<file path="src/rtl/dram_fifo_ctrl_if.sv">
// Handshake and RAM64M8 port bundle for dram_fifo_ctrl.
// The slave side is the controller; the master side is the user plus RAM.
interface dram_fifo_ctrl_if;
  logic       PUSH;
  logic [7:0] DIN;
  logic       FULL;
  logic       POP;
  logic [7:0] DOUT;
  logic       DOUT_VLD;
  logic [5:0] RAM_ADDR;
  logic       RAM_WE;
  logic [7:0] RAM_DI;
  logic [7:0] RAM_DO;

  modport slave (
    input  PUSH, DIN, POP, RAM_DO,
    output FULL, DOUT, DOUT_VLD,
    output RAM_ADDR, RAM_WE, RAM_DI
  );

  modport master (
    output PUSH, DIN, POP, RAM_DO,
    input  FULL, DOUT, DOUT_VLD,
    input  RAM_ADDR, RAM_WE, RAM_DI
  );
endinterface

</file>
<file path="src/rtl/dram_fifo_ctrl.sv">
// 65-word FWFT FIFO: 64x8 RAM64M8 plus an output register.
// Define DRAM_FIFO_LEVEL_EN to add the registered LEVEL output.
module dram_fifo_ctrl (
  input  logic CLK,
  input  logic RST_N,
`ifdef DRAM_FIFO_LEVEL_EN
  output logic [6:0] LEVEL,
`endif
  dram_fifo_ctrl_if.slave bus
);

  logic [5:0] wptr_q, wptr_d;
  logic [5:0] rptr_q, rptr_d;
  logic [6:0] cnt_q, cnt_d;
  logic [7:0] dout_q, dout_d;
  logic       vld_q, vld_d;
  logic       full_q, full_d;
  logic       accept;
  logic       out_free;
  logic       bypass;
  logic       ram_wr;
  logic       prefetch;

  always_comb begin
    accept   = bus.PUSH & ~full_q;
    out_free = ~vld_q | bus.POP;
    bypass   = accept & (cnt_q == 7'd0) & out_free;
    ram_wr   = accept & ~bypass;
    // a RAM write owns the single address port
    prefetch = ~ram_wr & (cnt_q != 7'd0) & out_free;

    wptr_d = wptr_q + {5'd0, ram_wr};
    rptr_d = rptr_q + {5'd0, prefetch};
    cnt_d  = cnt_q + {6'd0, ram_wr}
                   - {6'd0, prefetch};
    full_d = (cnt_d == 7'd64);

    dout_d = dout_q;
    vld_d  = vld_q & ~bus.POP;
    unique case (1'b1)
      bypass: begin
        dout_d = bus.DIN;
        vld_d  = 1'b1;
      end
      prefetch: begin
        dout_d = bus.RAM_DO;
        vld_d  = 1'b1;
      end
      default: ;
    endcase
  end

  always_ff @(posedge CLK or negedge RST_N) begin
    if (!RST_N) begin
      wptr_q <= '0;
      rptr_q <= '0;
      cnt_q  <= '0;
      dout_q <= '0;
      vld_q  <= 1'b0;
      full_q <= 1'b0;
    end else begin
      wptr_q <= wptr_d;
      rptr_q <= rptr_d;
      cnt_q  <= cnt_d;
      dout_q <= dout_d;
      vld_q  <= vld_d;
      full_q <= full_d;
    end
  end

`ifdef DRAM_FIFO_LEVEL_EN
  logic [6:0] level_q, level_d;

  always_comb begin
    level_d = cnt_d + {6'd0, vld_d};
  end

  always_ff @(posedge CLK or negedge RST_N) begin
    if (!RST_N) level_q <= '0;
    else        level_q <= level_d;
  end

  assign LEVEL = level_q;
`endif

  assign bus.RAM_WE   = ram_wr & RST_N;
  assign bus.RAM_ADDR = ram_wr ? wptr_q : rptr_q;
  assign bus.RAM_DI   = bus.DIN;
  assign bus.FULL     = full_q;
  assign bus.DOUT     = dout_q;
  assign bus.DOUT_VLD = vld_q;

endmodule

</file>
<file path="src/flat_wrapper.sv">
// flat-port wrapper written by rule: the top's interface ports become plain ports
module dram_fifo_ctrl_flat 
  (CLK, RST_N, bus_PUSH, bus_DIN, bus_POP, bus_RAM_DO, bus_FULL, bus_DOUT, bus_DOUT_VLD, bus_RAM_ADDR, bus_RAM_WE, bus_RAM_DI);
  dram_fifo_ctrl_if bus_i ();
  input  logic CLK;
  input  logic RST_N;
  input wire logic [$bits(bus_i.PUSH)-1:0] bus_PUSH;
  input wire logic [$bits(bus_i.DIN)-1:0] bus_DIN;
  input wire logic [$bits(bus_i.POP)-1:0] bus_POP;
  input wire logic [$bits(bus_i.RAM_DO)-1:0] bus_RAM_DO;
  output wire logic [$bits(bus_i.FULL)-1:0] bus_FULL;
  output wire logic [$bits(bus_i.DOUT)-1:0] bus_DOUT;
  output wire logic [$bits(bus_i.DOUT_VLD)-1:0] bus_DOUT_VLD;
  output wire logic [$bits(bus_i.RAM_ADDR)-1:0] bus_RAM_ADDR;
  output wire logic [$bits(bus_i.RAM_WE)-1:0] bus_RAM_WE;
  output wire logic [$bits(bus_i.RAM_DI)-1:0] bus_RAM_DI;
  assign bus_i.PUSH = bus_PUSH;
  assign bus_i.DIN = bus_DIN;
  assign bus_i.POP = bus_POP;
  assign bus_i.RAM_DO = bus_RAM_DO;
  assign bus_FULL = bus_i.FULL;
  assign bus_DOUT = bus_i.DOUT;
  assign bus_DOUT_VLD = bus_i.DOUT_VLD;
  assign bus_RAM_ADDR = bus_i.RAM_ADDR;
  assign bus_RAM_WE = bus_i.RAM_WE;
  assign bus_RAM_DI = bus_i.RAM_DI;
  dram_fifo_ctrl u_core (.CLK(CLK), .RST_N(RST_N), .bus(bus_i));
endmodule
</file>
<file path="config.mk">
export PLATFORM = sky130hd
export DESIGN_NAME = dram_fifo_ctrl_flat
export DESIGN_NICKNAME = d
export VERILOG_FILES = /design/src/rtl/dram_fifo_ctrl_if.sv /design/src/rtl/dram_fifo_ctrl.sv /design/src/flat_wrapper.sv
export SDC_FILE = /design/constraint.sdc
export NUM_CORES = 1
export LEC_CHECK = 0
export BUFFER_PORTS_ARGS = -buffer_cell sky130_fd_sc_hd__buf_2
export CELL_PAD_IN_SITES_DETAIL_PLACEMENT = 1
export CELL_PAD_IN_SITES_GLOBAL_PLACEMENT = 2
export CORE_UTILIZATION = 30
export DETAILED_ROUTE_END_ITERATION = 16
export GPL_ROUTABILITY_DRIVEN = 0
export HOLD_SLACK_MARGIN = 0.1
export PLACE_DENSITY = 0.71
export SLEW_MARGIN = 20
export SYNTH_ARGS = -nofsm -noshare
export SYNTH_HDL_FRONTEND = slang
export SYNTH_SLANG_ARGS = --single-unit
export TNS_END_PERCENT = 30
</file>
<file path="constraint.sdc">
create_clock -name CLK -period 3.2 [get_ports CLK]
set_input_delay 0.48 -clock CLK [delete_from_list [all_inputs] [get_ports CLK]]
set_output_delay 0.48 -clock CLK [all_outputs]
set_load 0.01 [all_outputs]
</file>
==> results of run 1 <==
## cell usage after synthesis, drive strengths merged
cell    count
dfrtp      29
mux2       22
ha         13
inv        11
buf         9
xor2        8
xnor2       7
nand3       6
a21oi       3
and3        3
nand2       3
nor2        3
nand2b      2
nor2b       2
a211o       1
a211oi      1
a21o        1
a31oi       1
and4b       1
fa          1
nor4b       1
o21ai       1
o21bai      1
o31ai       1
or3         1
or4         1
## flip-flops by register name (all words and copies together), names as in the netlist
signal               count
u_core.bus.DOUT_VLD      1
u_core.bus.DOUT          8
u_core.wptr_q            6
u_core.rptr_q            6
u_core.bus.FULL          1
u_core.cnt_q             7
## critical path: cells and delay by family, from the launching register on
kind / cells / cell delay (ps)
AND/OR/NAND/NOR: 4 / 1280
adder cells (fa/ha/maj): 4 / 790
flip-flops: 1 / 380
AO/OA/AOI/OAI: 2 / 270
buffers and inverters: 3 / 190
XOR/XNOR: 1 / 170
## area by class of cell
| class | count | area [um^2] | area share (%) |
|---|---|---|---|
| multi-input cells | 84 | 906 | 38.1 |
| flip-flops and latches | 29 | 726 | 30.5 |
| clock inverters | 2 | 10.0 | 0.421 |
| clock buffers | 6 | 72.6 | 3.05 |
| inverters | 11 | 43.8 | 1.84 |
| repair buffers | 85 | 532 | 22.4 |
| well taps | 70 | 87.6 | 3.68 |
## layout by cell type (no fill, tap or decap)
| cell type | n |
|---|---|
| buf_2 | 44 |
| buf_4 | 40 |
| dfrtp_1 | 29 |
| mux2_4 | 16 |
| xor2_1 | 8 |
| ha_1 | 8 |
| xnor2_1 | 7 |
| inv_2 | 6 |
| nand3_1 | 6 |
| mux2_2 | 6 |
| ha_4 | 5 |
| clkbuf_8 | 5 |
| inv_1 | 4 |
| nand2_1 | 3 |
| and3_1 | 3 |
| nor2b_1 | 2 |
| nor2_1 | 2 |
| nand2b_1 | 2 |
| a21oi_1 | 2 |
| clkinv_2 | 2 |
| and4b_4 | 1 |
| a211o_1 | 1 |
| a31oi_1 | 1 |
| o21bai_1 | 1 |
| a21o_1 | 1 |
| or3_4 | 1 |
| inv_4 | 1 |
| a21oi_2 | 1 |
| o21ai_2 | 1 |
| a211oi_1 | 1 |
| o31ai_1 | 1 |
| or4_1 | 1 |
| nor4b_2 | 1 |
| nor2_2 | 1 |
| fa_2 | 1 |
| clkbuf_1 | 1 |
| buf_6 | 1 |
## per-layer routing
layer	vias to the layer above	global-route usage (%)
li1	614	-
met1	640	16.0
met2	42	30.4
met3	7	3.59
met4	0	6.92
met5	-	0
## how the worst max path moves through the flow
stage | from | end | slack (ps) | depth (start not counted)
2_1_floorplan | u_core.cnt_q[2]$_DFF_PN0_ | u_core.bus.FULL$_DFF_PN0_ | 20 | 15
4_1_cts | u_core.cnt_q[5]$_DFF_PN0_ | u_core.bus.FULL$_DFF_PN0_ | -2 | 14
3_5_place_dp | u_core.cnt_q[2]$_DFF_PN0_ | u_core.bus.FULL$_DFF_PN0_ | -140 | 14
6_report | u_core.cnt_q[3]$_DFF_PN0_ | u_core.bus.FULL$_DFF_PN0_ | 30 | 14
3_3_place_gp | u_core.cnt_q[3]$_DFF_PN0_ | u_core.bus.FULL$_DFF_PN0_ | 20 | 14
5_1_grt | u_core.cnt_q[4]$_DFF_PN0_ | u_core.bus.FULL$_DFF_PN0_ | -50 | 15
## power breakdown
part / total (mW) / internal, mW / leakage [nW] / switching (mW)
registers: 0.686 / 0.549 / 0.345 / 0.137
clock network: 0.290 / 0.150 / 0.0450 / 0.139
logic: 1.55 / 0.847 / 0.826 / 0.706
## per-stage QoR
step | util [%] | hold WS, ps
final | 45.7 | 219
after global placement | 37.4 | 459
after global routing | 45.7 | 244
after detailed placement | 37.4 | 468
after CTS | 44.5 | 230
after floorplan | - | 184
## kinds of logic after synthesis
logic type,Yosys count
DFF,29
and+or+nand+nor,23
muxes,22
buffers and inverters,20
xor gates and xnor gates,15
adders and majority gates,14
AOI/OAI and AO/OA,10
## repair_timing
| action | in CTS | in global routing |
|---|---|---|
| gates resized for setup | 20 | 3 |
| setup endpoints to repair | 1 | 1 |
| setup buffers | 29 | 7 |
| pin swaps | 9 | 11 |
==> out/qor.csv, run 1 <==
metric,value,unit
MaxCap Viol Count,0,
Initial Util,31.9,%
pin count of the biggest net entering global routing,30,
CTS tree,yes,
Core ar.,5200,um^2
multiplexer share of the synthesized area,18.5,%
H-tree levels,2,
crit end category,flop,
"Net Count, Synth",167,
"slowest stage cell, crit path",or4_1,
Die ar.,5840,um^2
initial antenna violation count,0,
pre-CTS setup slack,-139,ps
Initial DRC Count,25,
die height,76.4,um
Hold WC Path Type,in2async,
Fillers,600,
Top Layer Used,met4,
fin crit share,99.2,%
PortBufs,44,
drt drc,0,
CP cell instances,inv_2 > ha_4 > and4b_4 > or3_4 > inv_4 > ha_4 > inv_2 > ha_4 > fa_2 > a21oi_2 > o21ai_2 > xor2_1 > or4_1 > nor4b_2,
gr usage total,15.8,%
arrival time worst endpoint,3360,ps
cell area after synthesis,1660,um^2
leakage,1.22,nW
share of cells above drive strength 1,61.3,%
cts hold-fix bufs,0,
synthesized instance count,133,
wire per inst,15.5,um
"top cells by area, synth","dfrtp_1, mux2_4, ha_1, xor2_1, mux2_2",
Fin. Hold Viols,0,
CTS Root Cell,clkbuf_8,
Max Slew Vio Count,0,
first-pass GRT wire length,7.11,mm
RR Startpoint,u_core.cnt_q[3]$_DFF_PN0_,
Clock Latency Late Sink,280,ps
antenna-violating nets left,0,
Total Power,2.53,mW
placed inst area,1940,um^2
via total after detailed routing,1303,
met2 routed WL,2.45,mm
Worst Path Required,3380,ps
RSZ-0062 raised after global routing,yes,
Final Non-Filler Cells,287,
final worst setup slack,25.3,ps
Max Clock Freq,315,MHz
Ys Warns,0,
met1 wire length,1.69,mm
Num CTS Buffers,5,
status,"complete, no violations",
final setup TNS,0,ps
Synth area leader,dfrtp_1,
area delta synth->final,43.2,%
Ports,45,
Tmin final,3170,ps
peak supply drop,0.348,mV
startpoint types,flop,
Final Instance Area,2380,um^2
Setup Skew,7.13,ps
# diodes,0,
register bit total from synthesis,29,
PwrDens,1060,nW/um^2
final setup vio count,0,
Chip Width,76.4,um
Synth Area in Compound Gates,3.92,%
"Reg clk slew, reported paths",70,ps
Setup Crit Path Kind,reg2reg,
slack of the worst reg-to-reg path,30,ps
overall routed net length,4.44,mm
Max-slew headroom,60.3,%
top cell type's share of synthesized area,43.7,%
vias per std cell,4.54,
Num Clock Sinks,29,
worst-path maximum fanout,2,
final net count,250,
post-synthesis xor/xnor area fraction,7.91,%
"slowest stage delay, CP",490,ps
vias in the first global route,1458,
Worst-Margin Slew,595,ps
standard-cell row count,26,
R2R cell count,14,
DR pass1 iterations,4,
simple-gate share of the synthesized area,8.14,%
GRT Residual Overflow,0,
Met3 Wirelength,190,um
sequential area share after synthesis,43.7,%
Syn Area/Cell,12.5,um^2
Synth Area in Adders,11.0,%
CP most frequent cell,ha_4,
Clock Path Buffers,2,
largest family of logic cells by synthesized area,multiplexers,
Inst Count DP,244,
hpwl dp,2.73,mm
Synth cell types,29,
Crit Reg-Reg Endpoint,u_core.bus.FULL$_DFF_PN0_,
No activity file was read; power rests on OpenSTA's default activity.
==> run 2, diff against run 1 <==
--- a/config.mk
+++ b/config.mk
@@ -8,11 +8,12 @@
 export BUFFER_PORTS_ARGS = -buffer_cell sky130_fd_sc_hd__buf_2
 export CELL_PAD_IN_SITES_DETAIL_PLACEMENT = 1
 export CELL_PAD_IN_SITES_GLOBAL_PLACEMENT = 2
-export CORE_UTILIZATION = 30
+export CORE_UTILIZATION = 34
 export DETAILED_ROUTE_END_ITERATION = 16
 export GPL_ROUTABILITY_DRIVEN = 0
 export HOLD_SLACK_MARGIN = 0.1
-export PLACE_DENSITY = 0.71
+export PLACE_DENSITY = 0.76
+export SETUP_SLACK_MARGIN = 0.4
 export SLEW_MARGIN = 20
 export SYNTH_ARGS = -nofsm -noshare
 export SYNTH_HDL_FRONTEND = slang
==> constraint.sdc (replaced) <==
create_clock -name CLK -period 3.4 [get_ports CLK]
set_input_delay 0.51 -clock CLK [delete_from_list [all_inputs] [get_ports CLK]]
set_output_delay 0.51 -clock CLK [all_outputs]
set_load 0.01 [all_outputs]
==> run 2 against run 1 <==
  * Hold slack better by 23 ps
  * Die area is 11% lower
  * Wire length is 14% lower
  * Clock skew is 2.6 ps lower
  * Sequential power is 6.3% lower
  * Sequential share of layout area is 2.1 points higher
  * Count of clock-buffer cells in the layout is 1 higher
  * Non-clock buffer count is 18 lower
  * Cell area is 6.5% lower
  * Critical path type unchanged
  * Largest power group unchanged
==> out/qor.csv, run 2 (same netlist as run 1, synthesis figures left out) <==
metric,value,unit,change
status,"complete, no violations",,
overall routed net length,3.81,mm,-14%
final worst setup slack,286,ps,+260 ps
DR pass1 iterations,4,,unchanged
# diodes,0,,unchanged
worst-path maximum fanout,2,,unchanged
hpwl dp,2.53,mm,-7.3%
Final Non-Filler Cells,265,,-7.7%
antenna-violating nets left,0,,unchanged
placed inst area,1930,um^2,-0.71%
pin count of the biggest net entering global routing,31,,+3.3%
Fillers,538,,-10%
standard-cell row count,25,,-3.8%
cts hold-fix bufs,0,,unchanged
H-tree levels,2,,unchanged
gr usage total,16.3,%,+0.59 points
arrival time worst endpoint,3300,ps,-60 ps
leakage,1.13,nW,-7.2%
pre-CTS setup slack,190,ps,+329 ps
Hold WC Path Type,in2async,,
Tmin final,3110,ps,-60.5 ps
Max Slew Vio Count,0,,unchanged
Clock Path Buffers,2,,unchanged
share of cells above drive strength 1,56.6,%,-4.7 points
peak supply drop,0.330,mV,-5.2%
first-pass GRT wire length,6.28,mm,-12%
Clock Latency Late Sink,270,ps,about the same
vias in the first global route,1337,,-8.3%
Num CTS Buffers,5,,unchanged
Inst Count DP,238,,-2.5%
Final Instance Area,2220,um^2,-6.5%
wire per inst,14.4,um,-7.1%
drt drc,0,,unchanged
Max-slew headroom,60.6,%,+0.34 points
Setup Skew,4.49,ps,-2.63 ps
CTS Root Cell,clkbuf_8,,
Reg area,726,um^2,unchanged
PortBufs,44,,unchanged
Worst-Margin Slew,590,ps,-5.10 ps
vias per std cell,4.60,,+1.3%
GRT Residual Overflow,0,,unchanged
Setup Crit Path Kind,reg2reg,,
Crit Reg-Reg Endpoint,u_core.bus.FULL$_DFF_PN0_,,
Core ar.,4720,um^2,-9.3%
initial antenna violation count,0,,unchanged
Largest register FFs,8,,unchanged
final net count,232,,-7.2%
Max Clock Freq,321,MHz,+1.9%
slack of the worst reg-to-reg path,290,ps,+260 ps
Multi-input gate area,893,um^2,-1.4%
startpoint types,flop,,
cell internal pwr,1.33,mW,-14%
Finished Core Util,47.1,%,+1.4 points
Net Switching,0.837,mW,-15%
area delta synth->final,33.9,%,
Net Sw Frac,38.5,%,-0.31 points
Ports,45,,unchanged
R2R cell count,14,,unchanged
fin crit share,91.6,%,-7.6 points
Fin. Hold Viols,0,,unchanged
"Reg clk slew, reported paths",60,ps,about the same
clock share of power,12.8,%,+1.3 points
Initial Util,35.2,%,+3.3 points
final setup vio count,0,,unchanged
Initial DRC Count,43,,+72%
CTS tree,yes,,
MaxCap Viol Count,0,,unchanged
RR Startpoint,u_core.cnt_q[3]$_DFF_PN0_,,
Num Clock Sinks,29,,unchanged
"commonest non-fill, non-tap cell in the layout",buf_2,,
die height,71.9,um,-5.9%
most frequent cells in the layout,"buf_2, dfrtp_1, buf_4, mux2_4, ha_1",,
PwrDens,977,nW/um^2,-8.2%
via total after detailed routing,1219,,-6.4%
crit end category,flop,,
Comb pwr share,57.6,%,-3.8 points
final setup TNS,0,ps,unchanged
Worst Path Required,3590,ps,+210 ps
Die ar.,5170,um^2,-11%
Chip Width,71.9,um,-5.9%
RSZ-0062 raised after global routing,yes,,
sequential share of power,29.6,%,+2.5 points
==> run 2: worst max-delay path by stage <==
| stage | startpoint | endpoint | slack, ps | cells past startpoint |
|---|---|---|---|---|
| after floorplan | u_core.cnt_q[2]$_DFF_PN0_ | u_core.bus.FULL$_DFF_PN0_ | 260 | 15 |
| after global placement | u_core.cnt_q[3]$_DFF_PN0_ | u_core.bus.FULL$_DFF_PN0_ | 250 | 14 |
| after detailed placement | u_core.cnt_q[2]$_DFF_PN0_ | u_core.bus.FULL$_DFF_PN0_ | 190 | 14 |
| after CTS | u_core.cnt_q[2]$_DFF_PN0_ | u_core.bus.FULL$_DFF_PN0_ | 280 | 14 |
| after global routing | u_core.cnt_q[3]$_DFF_PN0_ | u_core.bus.FULL$_DFF_PN0_ | 130 | 15 |
| final | u_core.cnt_q[3]$_DFF_PN0_ | u_core.bus.FULL$_DFF_PN0_ | 290 | 14 |
==> run 2: area by class of cell <==
cell class,count,share of cell area [%]
Clock buffer,7,3.88
Inverter,11,1.86
Multi-Input combinational cell,84,40.2
Sequential cell,29,32.6
Tap cell,67,3.77
Timing Repair Buffer,67,17.7
==> run 2: what timing repair did <==
action / 4_1_cts / 5_1_grt
setup endpoints to repair: 1 / 2
buffers inserted: 18 / 2
pin swaps: 8 / 2
gates resized for setup: 13 / 1
==> run 2: routing by layer <==
metal | track usage (%) | up-vias | wire, um
met2 | 29.9 | 44 | 1990
met4 | 9.15 | 0 | 115
met5 | 0 | - | 0
met1 | 17.2 | 592 | 1540
li1 | - | 572 | -
met3 | 3.80 | 11 | 164
==> run 2: power groups by stage <==
stage / Sequential (mW) / Combinational, mW / Clock, mW
floorplan: 0.636 / 0.690 / 0
global placement: 0.637 / 0.927 / 0
detailed placement: 0.644 / 0.966 / 0
CTS: 0.641 / 1.17 / 0.290
global route: 0.666 / 1.37 / 0.302
finish: 0.643 / 1.25 / 0.278
==> run 2: worst max-delay path, stage by stage, from the launching register on <==
cell	delay (ps)
dfrtp_1	370
inv_2	60
ha_4	150
and4b_4	200
or3_4	340
inv_2	90
ha_4	130
inv_2	40
ha_4	150
fa_2	350
a21oi_2	140
o21ai_1	90
xor2_1	190
or4_4	520
nor4b_2	210
==> run 2: through the flow <==
| stage | power (mW) | hold slack (ps) |
|---|---|---|
| 2_1_floorplan | 1.33 | 214 |
| 3_3_place_gp | 1.56 | 467 |
| 3_5_place_dp | 1.61 | 482 |
| 4_1_cts | 2.10 | 248 |
| 5_1_grt | 2.34 | 254 |
| 6_report | 2.17 | 242 |
